$ cat src/rtl/tag_collect_pkg.sv
// Shared constants and the round-robin pick helper for the tag collector.
// Pure combinational helpers; no state, no latency, no flow control.
// Callers apply their own space/backpressure gating around rr_pick.
package tag_collect_pkg;

    localparam int NCOUNT_DEF = 8;
    localparam int DW_DEF     = 10;
    localparam int RR_MAX     = 32;
    localparam int RR_IW      = 5;

    typedef struct packed {
        logic             found;
        logic [RR_IW-1:0] idx;
    } rr_pick_t;

    // First set bit of req at or above ptr, wrapping modulo n (n <= RR_MAX, ptr < n).
    function automatic rr_pick_t rr_pick(input logic [RR_MAX-1:0] req,
                                         input logic [RR_IW-1:0]  ptr,
                                         input int                n);
        rr_pick_t res;
        int       j;
        res = '0;
        for (int k = 0; k < RR_MAX; k++) begin
            if (k < n) begin
                j = int'(ptr) + k;
                if (j >= n) begin
                    j = j - n;
                end
                if (!res.found && req[j]) begin
                    res.found = 1'b1;
                    res.idx   = RR_IW'(j);
                end
            end
        end
        return res;
    endfunction

endpackage

$ cat src/rtl/tag_sync_fifo.sv
// Shift-register FIFO whose entry 0 is the registered show-ahead head.
// Latency: a push is visible at the head one edge later when empty.
// Backpressure: push is dropped when full unless a pop frees a slot in the same cycle.
module tag_sync_fifo #(
    parameter  int DW    = 10,
    parameter  int DEPTH = 4,
    localparam int AW    = $clog2(DEPTH),
    localparam int LW    = AW + 1
) (
    input  logic          clock,
    input  logic          reset_n,
    input  logic          push,
    input  logic [DW-1:0] push_dat,
    input  logic          pop,
    output logic [DW-1:0] head_dat,
    output logic [LW-1:0] level,
    output logic          full,
    output logic          empty
);

    logic [DW-1:0] mem_q [DEPTH];
    logic [DW-1:0] mem_d [DEPTH];
    logic [LW-1:0] level_q, level_d;
    logic [AW-1:0] wr_idx;
    logic          pop_eff, push_eff;

    assign empty    = (level_q == '0);
    assign full     = (level_q == LW'(DEPTH));
    assign level    = level_q;
    assign head_dat = mem_q[0];

    always_comb begin
        pop_eff  = pop & ~empty;
        push_eff = push & (~full | pop_eff);
        // DEPTH is a power of two, so the wrap from a full level lands on the last slot.
        wr_idx   = level_q[AW-1:0] - AW'(pop_eff);
        mem_d    = mem_q;
        if (pop_eff) begin
            for (int i = 0; i < DEPTH - 1; i++) begin
                mem_d[i] = mem_q[i+1];
            end
        end
        if (push_eff) begin
            mem_d[wr_idx] = push_dat;
        end
        level_d = level_q + LW'(push_eff) - LW'(pop_eff);
    end

    always_ff @(posedge clock or negedge reset_n) begin
        if (!reset_n) begin
            for (int i = 0; i < DEPTH; i++) begin
                mem_q[i] <= '0;
            end
            level_q <= '0;
        end else begin
            mem_q   <= mem_d;
            level_q <= level_d;
        end
    end

endmodule

$ cat src/rtl/tag_rr_collector.sv
// Round-robin merge of per-node match tags into one ready/valid tag stream.
// Latency: a tag acked at edge t is at the output after t when the FIFO is empty.
// Backpressure: no ack is issued unless the FIFO has a slot or pops this cycle.
module tag_rr_collector
    import tag_collect_pkg::*;
#(
    parameter  int NCOUNT = NCOUNT_DEF,
    parameter  int DW     = DW_DEF,
    parameter  int DEPTH  = 4,
    localparam int LW     = $clog2(DEPTH) + 1,
    localparam int PW     = (NCOUNT > 1) ? $clog2(NCOUNT) : 1
) (
    input  logic                 clock,
    input  logic                 reset_n,
    input  logic [NCOUNT*DW-1:0] node_data,
    input  logic [NCOUNT-1:0]    node_valid,
    output logic [NCOUNT-1:0]    node_ack,
    input  logic [NCOUNT-1:0]    node_enable,
    input  logic [NCOUNT-1:0]    node_freeze,
    input  logic                 global_freeze,
    output logic [DW-1:0]        tag_data,
    output logic                 tag_valid,
    input  logic                 tag_ready,
    output logic [31:0]          tag_count,
    output logic [LW-1:0]        fifo_level
);

    logic [NCOUNT-1:0] elig;
    logic              pop, space, grant_vld;
    logic              fifo_full, fifo_empty;
    logic [DW-1:0]     grant_dat;
    rr_pick_t          pick;
    logic [PW-1:0]     ptr_q, ptr_d;
    logic [31:0]       tag_count_q, tag_count_d;

    always_comb begin
        elig      = node_valid & node_enable & ~node_freeze & {NCOUNT{~global_freeze}};
        pop       = tag_valid & tag_ready;
        space     = ~fifo_full | pop;
        pick      = rr_pick(RR_MAX'(elig), RR_IW'(ptr_q), NCOUNT);
        grant_vld = space & pick.found;
        grant_dat = node_data[int'(pick.idx)*DW +: DW];

        // Gated by reset_n so a held reset never shows an ack to the nodes.
        node_ack = '0;
        if (grant_vld && reset_n) begin
            node_ack = NCOUNT'(1) << pick.idx;
        end

        ptr_d = ptr_q;
        if (grant_vld) begin
            ptr_d = (int'(pick.idx) == NCOUNT - 1) ? '0 : PW'(int'(pick.idx) + 1);
        end

        tag_count_d = tag_count_q + 32'(pop);
    end

    always_ff @(posedge clock or negedge reset_n) begin
        if (!reset_n) begin
            ptr_q       <= '0;
            tag_count_q <= '0;
        end else begin
            ptr_q       <= ptr_d;
            tag_count_q <= tag_count_d;
        end
    end

    tag_sync_fifo #(
        .DW    (DW),
        .DEPTH (DEPTH)
    ) u_fifo (
        .clock    (clock),
        .reset_n  (reset_n),
        .push     (grant_vld),
        .push_dat (grant_dat),
        .pop      (pop),
        .head_dat (tag_data),
        .level    (fifo_level),
        .full     (fifo_full),
        .empty    (fifo_empty)
    );

    assign tag_valid = ~fifo_empty;
    assign tag_count = tag_count_q;

endmodule
$ cat config.mk
export PLATFORM = sky130hd
export DESIGN_NAME = tag_rr_collector
export DESIGN_NICKNAME = d
export VERILOG_FILES = /design/src/rtl/tag_collect_pkg.sv /design/src/rtl/tag_sync_fifo.sv /design/src/rtl/tag_rr_collector.sv
export SDC_FILE = /design/constraint.sdc
export NUM_CORES = 1
export LEC_CHECK = 0
export BUFFER_PORTS_ARGS = -buffer_cell sky130_fd_sc_hd__buf_4
export CAP_MARGIN = 20
export CORE_UTILIZATION = 54
export CTS_CLUSTER_SIZE = 24
export DETAILED_ROUTE_END_ITERATION = 8
export GPL_ROUTABILITY_DRIVEN = 0
export GPL_TIMING_DRIVEN = 1
export PLACE_DENSITY = 0.82
export REMOVE_ABC_BUFFERS = 1
export SLEW_MARGIN = 10
export SYNTH_ARGS = -nofsm -noshare
export SYNTH_HDL_FRONTEND = slang
export SYNTH_SLANG_ARGS = --single-unit
$ cat constraint.sdc
create_clock -name clock -period 4.65 [get_ports clock]
set_input_delay 0.465 -clock clock [delete_from_list [all_inputs] [get_ports clock]]
set_output_delay 0.465 -clock clock [all_outputs]
set_load 0.01 [all_outputs]
Word-level counts from Yosys, hierarchy flattened
Index checks and enable logic that the tools add are counted.
{ "totals": {"reg_bits": 78, "in_bits": 108, "output_inout_bits": 54, "wordCells": 128} }
{ "op_classes": {"addsub": 20, "n_mul": 1, "order_cmp": 18, "eq_ne": 2, "shifts": 2, "n_mux": 47, "bitwise_logic": 14, "n_reduce_logical": 17} }
{ "op_table": {"columns": ["op", "count"], "rows": [
  ["less-than comparator 32 x 7 -> 1 bit, second input constant", 8],
  ["2-to-1 mux 32 bit", 8],
  ["indexed part select 80 x 10 -> 10 bit", 1],
  ["2-to-1 mux 6 bit", 8],
  ["binary-select mux 1 bit (select 5 bit)", 8],
  ["bitwise mux 40 bit", 1],
  ["2-to-1 mux 40 bit", 1],
  ["subtractor 4 x 4 -> 5 bit, second input constant", 7],
  ["adder 32 x 1 -> 32 bit", 1],
  ["2-to-1 mux 30 bit", 1],
  [">= comparator 4 bit, second input constant", 7],
  ["AND 8 bit", 3],
  ["demux 10 bit (select 2 bit)", 1],
  ["adder 3 x 3 -> 4 bit, second input constant", 4],
  ["2-to-1 mux 1 bit", 16],
  ["2-to-1 mux 10 bit", 1],
  ["logical AND 1 bit", 9],
  ["adder 3 x 2 -> 4 bit, second input constant", 2],
  ["multiplier 5 x 3 -> 8 bit, second input constant", 1],
  ["2-to-1 mux 8 bit", 1],
  ["inverter 8 bit", 1],
  ["<< shifter 1 x 5 -> 8 bit, first input constant", 1],
  ["zero test 1 bit", 7],
  ["== test 5 x 4 -> 1 bit, second input constant", 1],
  ["16 further kinds", 22]
]} }

Longest topological paths before layout
Gate-level depths: netlist (run 1).
{ "depth": {"word_depth": 32, "mapped_depth": 18, "depth_no_buf": 13} }

Cells and area by module
Synthesis (run 1) repeated with hierarchy kept, for this count alone.
{ "hier_totals": {"hier_cells": 533, "area_unflattened_um2": 5587.9} }
{ "modules_own_cells": {"columns": ["mod", "n_inst", "cells_per_inst", "area_per_inst_um2", "seq_area_each_um2"], "rows": [
  ["tag_rr_collector", 1, 382, 3398.3, 875.8],
  ["tag_sync_fifo", 1, 151, 2189.6, 1076.0]
]} }

Worst setup path after synthesis (run 1)
No wires, ideal clock.
{ "synth_path": {"path_kind": "register -> output", "start": "reg ptr_q[1]", "end": "out node_ack[2]", "arrival_time_ps": 3388, "path_slack_ps": 797, "path_stages_with_launch": 17, "cell_sequence": "dfrtp_1 buf_2 inv_1 ha_1 buf_2 or2_2 o221ai_1 nand3_1 o2111a_2 and2_1 buf_4 and2_1 o31ai_2 buf_4 and2b_1 inv_1 nor2_1"} }
{ "synth_between": {"elab_chain_len": 30, "elab_cells_between_ends": 81, "classes_between": "add/sub (15); order compare (8); shift (1); mux (41); bitwise (1); reduce/logical (15)"} }
{ "synth_lines": {"columns": ["item", "line_no", "text"], "rows": [
  ["start, declared", "tag_rr_collector.sv:33", "logic [PW-1:0] ptr_q, ptr_d;"],
  ["start signal, assigned", "tag_rr_collector.sv:63", "ptr_q <= ptr_d;"],
  ["parallel branches: the longest is 26 deep, another holds subtractor 4 x 4 -> 5 bit", null, null],
  ["2-to-1 mux 6 bit *", "tag_collect_pkg.sv:29", "if (!res.found && req[j]) begin"],
  ["AND 1 bit", "tag_rr_collector.sv:41", "grant_vld = space & pick.found;"],
  ["logical AND 1 bit", "tag_rr_collector.sv:46", "if (grant_vld && reset_n) begin"],
  ["2-to-1 mux 8 bit *", "tag_rr_collector.sv:46", null],
  ["end, declared", "tag_rr_collector.sv:17", "output logic [NCOUNT-1:0] node_ack,"]
]} }
Mark *: on every way between the ends. The select of a mux whose other input is x is not followed.

Worst setup path after layout (run 1)
{ "layout_path": {"start": "reg ptr_q[1]", "end": "out node_ack[6]"} }
Same word-level chain as after synthesis.

==> results of run 1 <==
layout by cell type (no fill, tap or decap), types with 4 or more instances in the layout:
cell type and n:
inv_1 12, mux2_2 5, buf_4 183, o21ai_1 5
o2bb2a_1 11, nand3_1 37, nand4_1 8, o31ai_1 6
clkbuf_8 9, o21ai_0 9, or3_1 15, o21a_1 5
o211ai_1 16, nand3b_1 8, xnor2_1 26, ha_1 10
mux2i_1 31, nor2_1 44, o22ai_1 5, and2_1 33
nand4bb_1 5, a21oi_1 18, xor2_1 10, clkinvlp_4 4
nand2_1 56, nor3_1 5, a211oi_1 51, or2_2 4
nor4bb_1 6, dfrtp_1 77, and3_1 11
timing repair:
action	4_1_cts	5_1_grt
setup endpoints to repair	0	8
resized for setup	0	6
setup buffers	0	3
synthesized netlist by cell type, types with 12 or more instances:
library cell | count | area (um^2)
nand2_1 | 56 | 210
dfrtp_1 | 78 | 1950
nor2_1 | 44 | 165
buf_4 | 14 | 105
o211ai_1 | 16 | 120
or3_1 | 15 | 93.8
and2_1 | 34 | 213
nand3_1 | 37 | 185
xnor2_1 | 26 | 228
a21oi_1 | 18 | 90.1
clkbuf_1 | 18 | 67.6
a211oi_1 | 51 | 383
mux2i_1 | 31 | 310
buf_2 | 12 | 60.1
inv_1 | 12 | 45.0
path summary, 6_finish.rpt:
| check | startpoint | end | slack (ns) | cells after the start |
|---|---|---|---|---|
| setup / recovery | ptr_q[1] | node_ack[6] | 0.22 | 13 |
| hold / removal | reset_n | u_fifo.head_dat[3] | 0.39 | 2 |
| setup reg to reg | ptr_q[1] | u_fifo.mem_q[21] | 0.53 | 13 |
| hold reg to reg | tag_count[31] | tag_count[31] | 0.48 | 1 |
| max in group asynchronous | reset_n | ptr_q[2] | 3.60 | 2 |
| min in group clock | tag_count[31] | tag_count[31] | 0.48 | 1 |
metal layers:
layer | wire length [um] | track usage [%] | share of wire, % | up-vias
met5 | 0 | 0 | 0 | -
met4 | 382 | 9.52 | 2.4 | 0
met3 | 1060 | 5.70 | 6.6 | 39
met2 | 7640 | 47.7 | 47 | 247
met1 | 7050 | 37.7 | 44 | 2708
li1 | - | - | - | 2714
cell type report:
cell class,instances,area [um^2],area share [%]
Tap cell,136,170,2.30
Clock buffer,10,128,1.72
Timing Repair Buffer,183,1370,18.6
Multi-Input combinational cell,509,3650,49.3
Inverter,14,56.3,0.761
Sequential cell,78,1950,26.4
Clock inverter,6,70.1,0.947
where the power goes:
| part | total (uW) | switching [uW] | internal [uW] |
|---|---|---|---|
| registers | 1130 | 173 | 954 |
| logic | 5190 | 3010 | 2180 |
| clock network | 511 | 259 | 252 |
metrics by stage:
stage                     hold slack, ns  std cells  setup slack [ns]  util, %
after CTS                          0.413        932            0.0904     70.2
after detailed placement           0.467        916             0.445     68.3
after global placement             0.461        916             0.636     68.3
final                              0.386        936             0.223     70.7
after floorplan                    0.169        600           -0.0592        -
after global routing               0.456        936           0.00771     70.7
cells by family after synthesis:
group / count (synthesis) / share of synthesized area [%]
AO/OA/AOI/OAI: 162 / 21.3
adder cells (fa/ha/maj): 12 / 2.68
buffers and inverters: 61 / 5.49
XOR/XNOR: 36 / 5.36
AND/OR/NAND/NOR: 259 / 24.6
multiplexers: 39 / 7.38
flip-flops: 78 / 33.2
==> impl_metrics.json, run 1 <==
{
  "status": "finished, final reports clean",
  "nets": 915,
  "seq_area_frac_synth_pct": 33.2,
  "grt_max_degree": 79,
  "cp-start-kind": "flop",
  "skew_ns": 0.00757,
  "synth_warnings": 0,
  "first_pass_iters": 5,
  "drt_iter0_drc": 473,
  "h-tree-depth": 3,
  "grt_usage_pct": 28.8,
  "die_h_um": 106,
  "synth_area_um2": 5880,
  "portBuffers": 161,
  "p_leak_uw": 0.00338,
  "via_count": 5708,
  "dpl_cell_area_um2": 7150,
  "synth_edf_count": 0,
  "required_ns": 4.18,
  "antenna_found_initial": 0,
  "num_rows": 37,
  "cpPeakStageDelay_ns": 0.52,
  "path_cells": "inv_1 -> ha_2 -> nor3_2 -> a32oi_1 -> nand3_1 -> a211oi_1 -> or2_2 -> a32oi_1 -> o31ai_4 -> and2b_1 -> inv_1 -> nor2_1 -> buf_4",
  "drive_gt1_share_pct": 29.5,
  "cp_data_arrival_time_ns": 3.96,
  "cts_buffers": 9,
  "critical_path_peak_fanout": 15,
  "ys_seq_elements": 78,
  "rsz0062_at_grt": "false",
  "initial_core_util_pct": 56.2,
  "setup_violations": 0,
  "synthArstFlopShare_pct": 100,
  "grt_first_pass_wirelength_um": 26400,
  "crit_slowest_cell": "ha_2",
  "nFillCells": 846,
  "antenna_cells": 0,
  "clockBufferDepth": 2,
  "period_minus_slack_ns": 4.43,
  "critPathCaptureType": "primary output",
  "power_uw": 6830,
  "path_clk_slew_ns": 0.09,
  "ir_drop_mv": 0.758,
  "slew_viol_final": 0,
  "core_area_um2": 10500,
  "wl_per_cell_um": 17.2,
  "pin_count": 162,
  "cap_violations": 0,
  "dpl.hpwl_um": 11800,
  "area_growth_pct": 25.8,
  "worstMarginPinSlew_ns": 0.958,
  "fin_area_um2": 7400,
  "via_per_inst": 6.10,
  "cp_top_family": "compound AO/OA/AOI/OAI gates",
  "syn_inst": 647,
  "critPathKind": "reg -> out",
  "path_buf_inv": 3,
  "powerDensity_nw_per_um2": 923,
  "cts_tree": "done",
  "drc": 0,
  "overflow": 0,
  "fmax_mhz": 226,
  "min_path_type": "in -> async",
  "period_share_pct": 95.2,
  "die_w_um": 106,
  "ys_dominant_reg_cell": "dfrtp_1",
  "grt_pass1_vias": 5572,
  "wirelength_um": 16100,
  "cts_root_buf": "clkbuf_8",
  "slew_headroom_pct": 36.1,
  "detail-route-antenna-nets": 0,
  "cts.sinks": 78,
  "synth_cell_types": 77,
  "avgSynthCellArea_um2": 9.09,
  "cts_hold_buf": 0,
  "clock_latency_ns": 0.35,
  "die-area_um2": 11300,
  "hold_viol_final": 0,
  "fin_tns_setup_ns": 0
}
Note: power is estimated with default switching activity, not from simulation.
==> run 2, diff against run 1 <==
--- a/constraint.sdc
+++ b/constraint.sdc
@@ -3,2 +3,2 @@
 set_output_delay 0.465 -clock clock [all_outputs]
-set_load 0.01 [all_outputs]
+set_load 0.1 [all_outputs]
==> run 2 against run 1 <==
Net effect:
- final area decreased by 0.47%
- wire length increased by 2.2%
- non-clock buffer count decreased by 4
- worst hold slack got worse by 0.0040 ns
- clock-buffer cell count unchanged
- via count increased by 0.79%
- first-iteration DRC count increased by 5.7%
- global-route usage decreased by 0.24 points
- die area unchanged
- register-to-register slack improved by 0.03 ns
- highest routed layer unchanged
==> impl_metrics.json, run 2 (synthesis gave the netlist of run 1 again) <==
{
  "status": "finished, final reports clean",
  "antenna_cells": 0,
  "drive_gt1_share_pct": 29.1,
  "drt_iter0_drc": 500,
  "initial_core_util_pct": 56.2,
  "grt_usage_pct": 28.6,
  "cts_root_buf": "clkbuf_8",
  "critical_path_peak_fanout": 15,
  "path_clk_slew_ns": 0.09,
  "dpl_cell_area_um2": 7130,
  "dpl.hpwl_um": 11900,
  "worst-r2r-cell-count": 14,
  "cp-start-kind": "flop",
  "die_h_um": 106,
  "cap_violations": 0,
  "fin_area_um2": 7370,
  "die_w_um": 106,
  "drc": 0,
  "num_rows": 37,
  "core_area_um2": 10500,
  "first_pass_iters": 5,
  "via_per_inst": 6.17,
  "overflow": 0,
  "period_share_pct": 93.6,
  "fmax_mhz": 230,
  "period_minus_slack_ns": 4.35,
  "wirelength_um": 16500,
  "skew_ns": 0.0129,
  "grt_pass1_vias": 5381,
  "critPathCaptureType": "primary output",
  "layout_commonest_cell": "buf_4",
  "cp_data_arrival_time_ns": 3.89,
  "nFillCells": 810,
  "pin_count": 162,
  "cts_buffers": 9,
  "slew_headroom_pct": 35.4,
  "area_growth_pct": 25.2,
  "clock_latency_ns": 0.35,
  "slew_viol_final": 0,
  "worstMarginPinSlew_ns": 0.970,
  "setup_violations": 0,
  "cts_hold_buf": 0,
  "wl_per_cell_um": 17.7,
  "via_count": 5753,
  "critPathKind": "reg -> out",
  "nets": 911,
  "clockBufferDepth": 2,
  "detail-route-antenna-nets": 0,
  "portBuffers": 161,
  "cts.sinks": 78,
  "post-route-util_pct": 70.4,
  "min_path_type": "in -> async",
  "required_ns": 4.18,
  "layout_common_cells": "179 x buf_4, 77 x dfrtp_1, 56 x nand2_1",
  "hold_viol_final": 0,
  "grt_first_pass_wirelength_um": 25900,
  "die-area_um2": 11300,
  "rsz0062_at_grt": "false",
  "cts_tree": "done",
  "grt_max_degree": 79,
  "h-tree-depth": 3,
  "antenna_found_initial": 0
}
==> run 2: area by class of cell <==
class / count / area, um^2 / area share, %
multi-input combinational: 509 / 3640 / 49.5
sequential: 78 / 1950 / 26.5
inverter: 14 / 56.3 / 0.764
tap: 136 / 170 / 2.31
clock inverter: 6 / 70.1 / 0.951
clock buffer: 10 / 128 / 1.73
timing repair buffer: 179 / 1340 / 18.2
==> run 2: per-layer routing <==
metal,routed length [um],GRT usage (%)
met1,6910,36.8
met2,8060,48.5
met3,1210,5.64
met4,314,8.04
met5,0,0
==> run 2: timing repair <==
item | 4_1_cts | 5_1_grt
setup endpoints to repair | 0 | 46
gates resized for setup | 0 | 7
buffers inserted | 0 | 2
==> run 2: path summary, 6_finish.rpt <==
| path | to | startpoint | slack (ns) |
|---|---|---|---|
| max in group asynchronous | ptr_q[2] | reset_n | 3.57 |
| max | node_ack[6] | ptr_q[1] | 0.30 |
| max reg2reg | flop | ptr_q[1] | 0.56 |
| min | asynchronous set/reset pin | reset_n | 0.38 |
| min reg2reg | flop | flop | 0.49 |
| min in group clock | flop | flop | 0.49 |
==> run 2: critical path: stages, from the launching register on <==
cell and delay [ns]:
dfrtp_1 0.38, inv_1 0.16, ha_2 0.41, and4b_1 0.22
o21ai_1 0.25, nand2_1 0.22, o21a_1 0.27, o21a_1 0.21
o211ai_1 0.25, nand4_4 0.31, and2b_2 0.39, inv_1 0.07
nor2_1 0.10, buf_4 0.30
==> run 2: through the flow <==
stage	instances	hold slack (ns)	setup WS, ns	TNS, ns
6_report	932	0.382	0.298	0
3_3_place_gp	913	0.461	0.522	0
2_1_floorplan	600	0.169	-0.944	-14.04
5_1_grt	932	0.467	0.0468	0
4_1_cts	929	0.422	0.0336	0
3_5_place_dp	913	0.474	0.341	0
Power of run 2 is not shown: default switching activity piles up to over one toggle a cycle in this logic, so the estimate is an artifact.
==> run 3, diff against run 2 <==
Settings changed: MAX_ROUTING_LAYER set to met4.
==> run 3 against run 2 <==
Net effect:
- final area stayed put
- largest cell class unchanged
- wire length is 0.21% higher
- register-to-register slack hardly changed
- non-clock buffer count stayed put
- sequential cell count stayed put
- worst setup slack worse by 0.019 ns
==> impl_metrics.json, run 3 (synthesis gave the netlist of run 1 again) <==
{
  "pin_count": 162,
  "grt_max_degree": 79,
  "cp-start-kind": "flop",
  "post-route-util_pct": 70.4,
  "wl_met3_um": 1130,
  "die_h_um": 106,
  "slew_viol_final": 0,
  "initial_core_util_pct": 56.2,
  "die-area_um2": 11300,
  "drive_gt1_share_pct": 29.1,
  "first_pass_iters": 5,
  "cts_hold_buf": 0,
  "ff2ff_setup_slack_ns": 0.55,
  "overflow": 0,
  "num_rows": 37,
  "clock_latency_ns": 0.36,
  "worstReg2RegStart": "ptr_q[1]",
  "grt_usage_pct": 29.4,
  "detail-route-antenna-nets": 0,
  "path_clk_slew_ns": 0.09,
  "critPathKind": "reg -> out",
  "area_growth_pct": 25.2,
  "layout_commonest_cell": "buf_4",
  "top_layer": "met4",
  "status": "finished, final reports clean",
  "dpl.cell_count": 913,
  "wl_met1_um": 7030,
  "met2_length_um": 8030,
  "critPathCaptureType": "primary output",
  "wl_per_cell_um": 17.7,
  "cp_data_arrival_time_ns": 3.91,
  "wirelength_um": 16500,
  "h-tree-depth": 3,
  "setup_violations": 0,
  "fin_area_um2": 7370,
  "antenna_found_initial": 0,
  "hold_viol_final": 0,
  "drt_iter0_drc": 428,
  "slew_headroom_pct": 35.5,
  "required_ns": 4.18,
  "worstMarginPinSlew_ns": 0.967,
  "cts.sinks": 78,
  "cap_violations": 0,
  "grt_pass1_vias": 5372,
  "fmax_mhz": 229,
  "min_path_type": "in -> async",
  "layout_common_cells": "179 x buf_4, 77 x dfrtp_1, 56 x nand2_1",
  "cts_buffers": 9,
  "critical_path_peak_fanout": 15,
  "dpl.hpwl_um": 11900,
  "period_share_pct": 94.0,
  "clockBufferDepth": 2,
  "fin_cells": 932,
  "cts_root_buf": "clkbuf_8",
  "skew_ns": 0.0126,
  "drc": 0,
  "dpl_cell_area_um2": 7130,
  "cts_tree": "done",
  "portBuffers": 161,
  "period_minus_slack_ns": 4.37,
  "via_per_inst": 6.19,
  "grt_first_pass_wirelength_um": 25900,
  "worst-r2r-cell-count": 14,
  "core_area_um2": 10500,
  "rsz0062_at_grt": "false",
  "die_w_um": 106,
  "nets": 911,
  "via_count": 5768,
  "antenna_cells": 0
}
==> run 3: worst max path at each step <==
stage | cells past startpoint | end | startpoint
floorplan | 12 | node_ack[2] | ptr_q[0]
global placement | 12 | node_ack[6] | ptr_q[2]
detailed placement | 14 | flop | ptr_q[1]
CTS | 13 | node_ack[4] | ptr_q[1]
global route | 13 | node_ack[4] | ptr_q[1]
finish | 13 | node_ack[6] | ptr_q[1]
==> run 3: through the flow <==
step	hold slack [ns]	setup TNS, ns	worst slack, ns
floorplan	0.169	-14.04	-0.944
global placement	0.461	0	0.522
detailed placement	0.474	0	0.341
CTS	0.422	0	0.0336
global route	0.466	0	0.0499
finish	0.370	0	0.279
==> run 3: routing by layer <==
metal	global-route usage, %	up-vias
li1	-	2693
met1	37.0	2772
met2	48.4	273
met3	5.09	30
met4	8.93	0
met5	-	-
==> run 3: repair_timing <==
item | in CTS | in global routing
buffers inserted | 0 | 2
resized for setup | 0 | 7
endpoints found under the setup margin | 0 | 46
==> run 3: final cells by class <==
| cell class | instances | area, um^2 |
|---|---|---|
| Sequential cell | 78 | 1950 |
| Clock inverter | 6 | 70.1 |
| Tap cell | 136 | 170 |
| Timing Repair Buffer | 179 | 1340 |
| Inverter | 14 | 56.3 |
| Multi-Input combinational cell | 509 | 3640 |
| Fill cell | 810 | 3100 |
| Clock buffer | 10 | 128 |
==> run 3: critical path, stage by stage, from the launching register on <==
cell	delay (ns)
dfrtp_1	0.38
inv_1	0.16
ha_2	0.41
and4b_1	0.22
o21ai_1	0.25
nand2_1	0.23
o21a_1	0.27
o21a_1	0.21
o211ai_1	0.25
nand4_4	0.31
and2b_2	0.39
inv_1	0.07
nor2_1	0.10
buf_4	0.30
Power of run 3 is left out for the same reason.
